### config.mk
export PLATFORM = sky130hd
export DESIGN_NAME = sdcard_cmd_seq_flat
export DESIGN_NICKNAME = d
export VERILOG_FILES = /design/src/rtl/sdcard_cmd_seq_if.sv /design/src/rtl/sdcard_cmd_seq.sv /design/src/flat_wrapper.sv
export SDC_FILE = /design/constraint.sdc
export NUM_CORES = 1
export LEC_CHECK = 0
export CORE_ASPECT_RATIO = 1.1
export CORE_MARGIN = 8
export CORE_UTILIZATION = 50
export CTS_CLUSTER_SIZE = 20
export DETAILED_ROUTE_END_ITERATION = 16
export GPL_TIMING_DRIVEN = 0
export PLACE_DENSITY = 0.95
export RECOVER_POWER = 100
export SETUP_SLACK_MARGIN = 0.15
export SLEW_MARGIN = 20
export SYNTH_ARGS = -nofsm -noshare
export SYNTH_HDL_FRONTEND = slang
export SYNTH_SLANG_ARGS = --single-unit
### constraint.sdc
create_clock -name clk -period 3.5 [get_ports clk]
set_input_delay 0.35 -clock clk [delete_from_list [all_inputs] [get_ports clk]]
set_output_delay 0.35 -clock clk [all_outputs]
set_load 0.005 [all_outputs]
### src/rtl/sdcard_cmd_seq_if.sv
// rtl/sdcard_cmd_seq_if.sv - MMIO bus between the command sequencer and the SD byte engine
interface sdcard_cmd_seq_if;
    logic [3:0]  m_adr;
    logic        m_cs;
    logic [0:3]  m_sel;
    logic        m_we;
    logic [0:31] m_d;
    logic [0:31] m_q;

    modport master (output m_adr, m_cs, m_sel, m_we, m_d, input m_q);
    modport slave  (input m_adr, m_cs, m_sel, m_we, m_d, output m_q);
endinterface

### src/rtl/sdcard_cmd_seq.sv
// rtl/sdcard_cmd_seq.sv - SD command/response/single-block-read sequencer driving the SPI byte engine
module sdcard_cmd_seq #(
    parameter int NCR_MAX   = 8,
    parameter int TOKEN_MAX = 4096,
    parameter int BLOCK_LEN = 512
) (
    input  logic             clk,
    input  logic             reset,
    input  logic             start,
    input  logic             abort,
    input  logic [5:0]       cmd_index,
    input  logic [0:31]      cmd_arg,
    input  logic             data_read,
    output logic             busy,
    output logic             done,
    output logic [2:0]       status,
    output logic [7:0]       r1,
    output logic             data_valid,
    output logic [7:0]       data_byte,
    sdcard_cmd_seq_if.master eng
);
    localparam int CMAX = (TOKEN_MAX > BLOCK_LEN)
                        ? ((TOKEN_MAX > NCR_MAX) ? TOKEN_MAX : NCR_MAX)
                        : ((BLOCK_LEN > NCR_MAX) ? BLOCK_LEN : NCR_MAX);
    localparam int CW = $clog2(CMAX + 1);
    localparam logic [CW-1:0] NCR_LAST = CW'(NCR_MAX - 1);
    localparam logic [CW-1:0] TOK_LAST = CW'(TOKEN_MAX - 1);
    localparam logic [CW-1:0] BLK_LAST = CW'(BLOCK_LEN - 1);

    localparam logic [2:0] ST_OK = 3'd0, ST_NORESP = 3'd1, ST_R1ERR = 3'd2, ST_TOKTO = 3'd3;
    localparam logic [2:0] ST_DERR = 3'd4, ST_CRCERR = 3'd5, ST_ABORT = 3'd6;

    typedef enum logic [3:0] {
        S_IDLE, S_CSON, S_CMD, S_CRC_RD, S_CRC_TX, S_RESP, S_TOKEN,
        S_CLR, S_DATA, S_CRC16, S_CRC16_RD, S_END_X, S_END_OFF
    } state_t;
    typedef enum logic [1:0] {X_WR, X_SKIP, X_POLL} xph_t;

    state_t        state, state_n;
    xph_t          xph;
    logic [CW-1:0] cnt;
    logic [5:0]    idx_r;
    logic [0:31]   arg_r;
    logic          rd_r;
    logic [7:0]    crc_r;
    logic          abort_pend;
    logic          st_load;
    logic [2:0]    st_val;
    logic [7:0]    tx;
    logic [7:0]    rx;
    logic          in_xfer, xfer_done, accept, abort_zone, aborting;
    logic          unused_q;

    assign rx         = eng.m_q[24:31];
    assign unused_q   = ^eng.m_q[8:15];
    assign in_xfer    = state inside {S_CMD, S_CRC_TX, S_RESP, S_TOKEN, S_DATA, S_CRC16, S_END_X};
    // Engine busy flag is only looked at in the poll phase; the skip cycle covers its register delay.
    assign xfer_done  = in_xfer && (xph == X_POLL) && !eng.m_q[23];
    assign accept     = (state == S_IDLE) && start && !done;
    assign abort_zone = !(state inside {S_IDLE, S_END_X, S_END_OFF});
    assign aborting   = abort_zone && (abort || abort_pend);

    always_ff @(posedge clk or posedge reset) begin
        if (reset) begin
            state      <= S_IDLE;
            xph        <= X_WR;
            cnt        <= '0;
            idx_r      <= '0;
            arg_r      <= '0;
            rd_r       <= 1'b0;
            crc_r      <= '0;
            abort_pend <= 1'b0;
            status     <= '0;
            r1         <= '0;
            busy       <= 1'b0;
            done       <= 1'b0;
        end else begin
            state <= state_n;
            if (!in_xfer || xfer_done)  xph <= X_WR;
            else if (xph == X_WR)       xph <= X_SKIP;
            else                        xph <= X_POLL;
            if (state_n != state)       cnt <= '0;
            else if (xfer_done)         cnt <= cnt + 1'b1;
            if (accept) begin
                idx_r      <= cmd_index;
                arg_r      <= cmd_arg;
                rd_r       <= data_read;
                status     <= ST_OK;
                r1         <= '0;
                abort_pend <= 1'b0;
                busy       <= 1'b1;
            end else begin
                if (abort_zone && abort) abort_pend <= 1'b1;
                if (st_load)             status <= st_val;
                if (state == S_RESP && xfer_done && !rx[7]) r1 <= rx;
                if (state == S_CRC_RD)   crc_r <= eng.m_q[0:7];
                if (state == S_END_OFF)  busy <= 1'b0;
            end
            done <= (state == S_END_OFF);
        end
    end

    always_comb begin
        state_n = state;
        st_load = 1'b0;
        st_val  = ST_OK;
        case (state)
            S_IDLE:     if (accept) state_n = S_CSON;
            S_CSON:     state_n = S_CMD;
            S_CMD:      if (xfer_done && cnt[2:0] == 3'd4) state_n = S_CRC_RD;
            S_CRC_RD:   state_n = S_CRC_TX;
            S_CRC_TX:   if (xfer_done) state_n = S_RESP;
            S_RESP: if (xfer_done) begin
                if (!rx[7]) begin
                    if (!rd_r) begin
                        state_n = S_END_X; st_load = 1'b1; st_val = ST_OK;
                    end else if (rx != 8'h00) begin
                        state_n = S_END_X; st_load = 1'b1; st_val = ST_R1ERR;
                    end else begin
                        state_n = S_TOKEN;
                    end
                end else if (cnt == NCR_LAST) begin
                    state_n = S_END_X; st_load = 1'b1; st_val = ST_NORESP;
                end
            end
            S_TOKEN: if (xfer_done) begin
                if (rx == 8'hFE) begin
                    state_n = S_CLR;
                end else if (rx[7:4] == 4'h0) begin
                    state_n = S_END_X; st_load = 1'b1; st_val = ST_DERR;
                end else if (cnt == TOK_LAST) begin
                    state_n = S_END_X; st_load = 1'b1; st_val = ST_TOKTO;
                end
            end
            S_CLR:      state_n = S_DATA;
            S_DATA:     if (xfer_done && cnt == BLK_LAST) state_n = S_CRC16;
            S_CRC16:    if (xfer_done && cnt == CW'(1)) state_n = S_CRC16_RD;
            S_CRC16_RD: begin
                state_n = S_END_X;
                st_load = 1'b1;
                st_val  = (eng.m_q[16:31] != 16'h0) ? ST_CRCERR : ST_OK;
            end
            S_END_X:    if (xfer_done) state_n = S_END_OFF;
            S_END_OFF:  state_n = S_IDLE;
            default:    state_n = S_IDLE;
        endcase
        // Abort only takes effect at a step boundary so an engine transfer is never cut short.
        if (aborting && (in_xfer ? xfer_done : 1'b1)) begin
            state_n = S_END_X;
            st_load = 1'b1;
            st_val  = ST_ABORT;
        end
    end

    always_comb begin
        tx = 8'hFF;
        if (state == S_CMD) begin
            case (cnt[2:0])
                3'd1:    tx = arg_r[0:7];
                3'd2:    tx = arg_r[8:15];
                3'd3:    tx = arg_r[16:23];
                3'd4:    tx = arg_r[24:31];
                default: tx = {2'b01, idx_r};
            endcase
        end else if (state == S_CRC_TX) begin
            tx = crc_r;
        end

        eng.m_adr = 4'd0;
        eng.m_cs  = 1'b0;
        eng.m_sel = 4'b0000;
        eng.m_we  = 1'b0;
        eng.m_d   = '0;
        if (in_xfer && xph == X_WR) begin
            eng.m_cs       = 1'b1;
            eng.m_we       = 1'b1;
            eng.m_sel      = 4'b0011;
            eng.m_d[19]    = 1'b1;
            eng.m_d[23]    = 1'b1;
            eng.m_d[24:31] = tx;
        end
        case (state)
            S_CSON: begin
                eng.m_cs = 1'b1; eng.m_we = 1'b1; eng.m_sel = 4'b0010; eng.m_d[19] = 1'b1;
            end
            S_CRC_RD, S_CRC16_RD: eng.m_adr = 4'd1;
            S_CLR: begin
                eng.m_adr = 4'd1; eng.m_cs = 1'b1; eng.m_we = 1'b1; eng.m_sel = 4'b0011;
            end
            S_END_OFF: begin
                eng.m_cs = 1'b1; eng.m_we = 1'b1; eng.m_sel = 4'b0010;
            end
            default: ;
        endcase

        data_valid = (state == S_DATA) && xfer_done && !aborting;
        data_byte  = data_valid ? rx : 8'h00;
    end
endmodule
### src/flat_wrapper.sv
// flat-port wrapper written by rule: the top's interface ports become plain ports
module sdcard_cmd_seq_flat 
#(
    parameter int NCR_MAX   = 8,
    parameter int TOKEN_MAX = 4096,
    parameter int BLOCK_LEN = 512
)
  (clk, reset, start, abort, cmd_index, cmd_arg, data_read, busy, done, status, r1, data_valid, data_byte, eng_m_adr, eng_m_cs, eng_m_sel, eng_m_we, eng_m_d, eng_m_q);
  sdcard_cmd_seq_if eng_i ();
  input  logic clk;
  input  logic reset;
  input  logic start;
  input  logic abort;
  input  logic [5:0] cmd_index;
  input  logic [0:31] cmd_arg;
  input  logic data_read;
  output logic busy;
  output logic done;
  output logic [2:0] status;
  output logic [7:0] r1;
  output logic data_valid;
  output logic [7:0] data_byte;
  output wire logic [$bits(eng_i.m_adr)-1:0] eng_m_adr;
  output wire logic [$bits(eng_i.m_cs)-1:0] eng_m_cs;
  output wire logic [$bits(eng_i.m_sel)-1:0] eng_m_sel;
  output wire logic [$bits(eng_i.m_we)-1:0] eng_m_we;
  output wire logic [$bits(eng_i.m_d)-1:0] eng_m_d;
  input wire logic [$bits(eng_i.m_q)-1:0] eng_m_q;
  assign eng_m_adr = eng_i.m_adr;
  assign eng_m_cs = eng_i.m_cs;
  assign eng_m_sel = eng_i.m_sel;
  assign eng_m_we = eng_i.m_we;
  assign eng_m_d = eng_i.m_d;
  assign eng_i.m_q = eng_m_q;
  sdcard_cmd_seq #(.NCR_MAX(NCR_MAX), .TOKEN_MAX(TOKEN_MAX), .BLOCK_LEN(BLOCK_LEN)) u_core (.clk(clk), .reset(reset), .start(start), .abort(abort), .cmd_index(cmd_index), .cmd_arg(cmd_arg), .data_read(data_read), .busy(busy), .done(done), .status(status), .r1(r1), .data_valid(data_valid), .data_byte(data_byte), .eng(eng_i));
endmodule
==> impl_metrics.yaml <==
place:
  port_buffers: 103
  place_congestion: 0.904
  place_hpwl_um: 11100
sta:
  slew_violations: 0
  clock_skew_ns: 0.0149
  period_share_pct: 95.1
  finalCriticalPeriod_ns: 3.33
  relSlewSlack_pct: 0.233
  hold_viol: 0
  clock.fmax_mhz: 301
  setup_viol: 0
  tightest_slew_ns: 1.49
  rsz0062_at_grt: "false"
drt:
  routed.top_layer: "met4"
  via_count: 4599
  met2_length_um: 7160
  viasPerCell: 5.64
  wirelength_met1_um: 5550
  drc: 0
  dr.pass1.iters: 5
  wl_met3_um: 1140
  wire_per_inst_um: 17.7
  ant_nets: 0
  drtIter0Drc: 275
  wl_um: 14500
critical_path:
  worst_r2r_endpoint: "u_core.status[1]$_DFFE_PP0P_"
  path_class: "input port to output pin"
  critPathSlowestCell: "dlygate4sd3_1"
  reg2regPathDepth: 8
  cpPeakStageDelay_ns: 0.62
  worstSetupStartpointType: "input port"
  worstReg2RegStart: "u_core.state[1]$_DFF_PP0_"
  critPathLaunch: "eng_m_q[8]"
  path_max_fanout: 10
  crit_required_ns: 3.15
  r2r_setup_slack_ns: 0.47
  endpoint: "data_byte[4]"
  cp_cell_sequence: "dlygate4sd3_1 -> or3b_1 -> buf_6 -> nor4_2 -> and2_0 -> clkdlybuf4s50_1"
  critPathArrivalTime_ns: 2.98
  end_kind: "output pin"
yosys:
  ys_top_cells_by_count: "nand2_1, dfrtp_1, buf_4, nor2_1, o21ai_0"
  seq_area_frac_synth_pct: 41.2
  yosysMostFrequentCell: "nand2_1"
  synth_top_flop_cell: "dfrtp_1"
  synthArstFlopShare_pct: 100
  synth.top_cell.area_share_pct: 41.2
  ys_types: 76
  ys_top_cells_by_area: "dfrtp_1, nand2_1, buf_4, o21ai_0, a22oi_1"
  ys_seq_elements: 80
  netlist.top_cell.by_area: "dfrtp_1"
  synth_edf_count: 0
  syn_inst: 553
  syn_area_per_cell_um2: 8.79
  synth-warning-count: 0
  syn_area_um2: 4860
layout:
  final_layout_size_suffix_gt1_share_pct: 15.6
  n_antenna_cell: 0
  nNetsFinal: 774
  final_core_util_pct: 67.1
  area_growth_pct: 29.8
cts:
  worstSkewPairLatency_ns: 0.37
  htree_levels: 3
  clock-root-buffer: "clkbuf_8"
  cts_sinks: 80
  cts_hold_buf: 0
  cts_tree: "yes"
  numCtsBuffers: 9
  clk_pin_slew_worst_paths_ns: 0.08
  clockBufferDepth: 2
run_status:
  violations: "max-capacitance violations"
  status: "finished, violations left"
die:
  start_util_pct: 51.7
  num_rows: 37
  dieArea_um2: 13100
  core_um2: 9400
  dieWidth_um: 110
  num_io_pins: 139
  floorplan.die.height_um: 119
grt:
  grt_antenna_before_repair: 0
  grt_max_degree: 49
  grt_overflow: 0
  grtUsageTotal_pct: 22.3
  grt_pass1_vias: 4701
  grt_pass1_wl_um: 23200
job:
  drv_cap: 1
min_path:
  min_path_type: "register to register"
power_and_ir_drop:
  ir_drop_uv: 319
  p_leak_nw: 2.86
  power_density_nw_per_um2: 554
  power_mw: 3.50
[critical path: cells and delay by family]
family	cells	cell delay [ns]
and+or+nand+nor	3	1.27
buffers and inverters	3	1.34
[cell usage in the layout (no fill, tap or decap), drive strengths merged, types with 10 or more instances in the layout]
cell	instances
clkdlybuf4s50	79
a22oi	17
xnor2	11
inv	17
conb	27
nand2	147
nor3	21
dfrtp	80
nor2	31
nand3	11
clkbuf	31
a21oi	10
o21ai	33
dlygate4sd3	24
buf	39
nor4	11
[metrics by stage]
| step | setup slack [ns] | TNS (ns) | std cells | instance area (µm²) | hold slack (ns) |
|---|---|---|---|---|---|
| 6_report | 0.173 | 0 | 816 | 6310 | 0.483 |
| 3_5_place_dp | 0.0731 | 0 | 800 | 6160 | 0.463 |
| 3_3_place_gp | -0.0628 | -4.62 | 799 | 6130 | 0.459 |
| 2_1_floorplan | 1.10 | 0 | 579 | 4960 | 0.446 |
| 5_1_grt | 0.0908 | 0 | 816 | 6310 | 0.499 |
| 4_1_cts | 0.185 | 0 | 816 | 6390 | 0.361 |
[routing by layer]
layer / vias to the layer above / track usage [%]
li1: 2132 / -
met3: 52 / 5.61
met1: 2195 / 25.2
met4: 0 / 11.3
met2: 220 / 37.5
met5: - / 0
[worst min path at each step]
stage                     cells past startpoint                         start  slack, ns                            to
final                                         1  u_core.status[0]$_DFFE_PP0P_       0.48  u_core.status[0]$_DFFE_PP0P_
after global routing                          1  u_core.status[0]$_DFFE_PP0P_       0.50  u_core.status[0]$_DFFE_PP0P_
after CTS                                     2                         reset       0.36      u_core.r1[1]$_DFFE_PP0P_
after detailed placement                      2   u_core.arg_r[1]$_DFFE_PP0P_       0.46   u_core.arg_r[1]$_DFFE_PP0P_
after global placement                        2   u_core.arg_r[1]$_DFFE_PP0P_       0.46   u_core.arg_r[1]$_DFFE_PP0P_
after floorplan                               2   u_core.idx_r[0]$_DFFE_PP0P_       0.45   u_core.idx_r[0]$_DFFE_PP0P_
[state kept, by name, summed over array words and instances (netlist names)]
name               flops
u_core.busy            1
u_core.arg_r          32
u_core.crc_r           8
u_core.state           4
u_core.xph             2
u_core.abort_pend      1
u_core.rd_r            1
u_core.cnt            13
u_core.idx_r           6
u_core.status          3
u_core.done            1
u_core.r1              8
[report_power, final]
part | internal, mW | leakage [nW] | switching (mW) | total [mW]
logic | 0.743 | 1.72 | 0.840 | 1.58
clock network | 0.374 | 0.106 | 0.363 | 0.737
registers | 1.08 | 1.03 | 0.0991 | 1.18
total | 2.19 | 2.86 | 1.30 | 3.50
[cell families after synthesis]
kind of cell	after synthesis	synth area share, %
and+or+nand+nor	268	29.0
xor gates and xnor gates	15	2.86
buffers and inverters	75	9.07
muxes	11	2.58
adders and majority gates	5	1.29
other	1	0.0772
DFF	80	41.2
AOI/OAI and AO/OA	98	13.9
[final cells by class]
type	instances	area, µm²
fillers	727	3090
repair buffers	104	1040
plain buffers	58	380
flip-flops and latches	80	2000
well taps	117	146
clock inverters	5	63.8
inverters	17	65.1
multi-input cells	424	2460
clock buffers	11	151
[what timing repair did]
item                                    4_1_cts  5_1_grt
pin swaps                                     0        0
buffers inserted                              0        0
gates resized for setup                       4       13
endpoints found under the setup margin       14        8
Note: power is estimated with default switching activity, not from simulation.
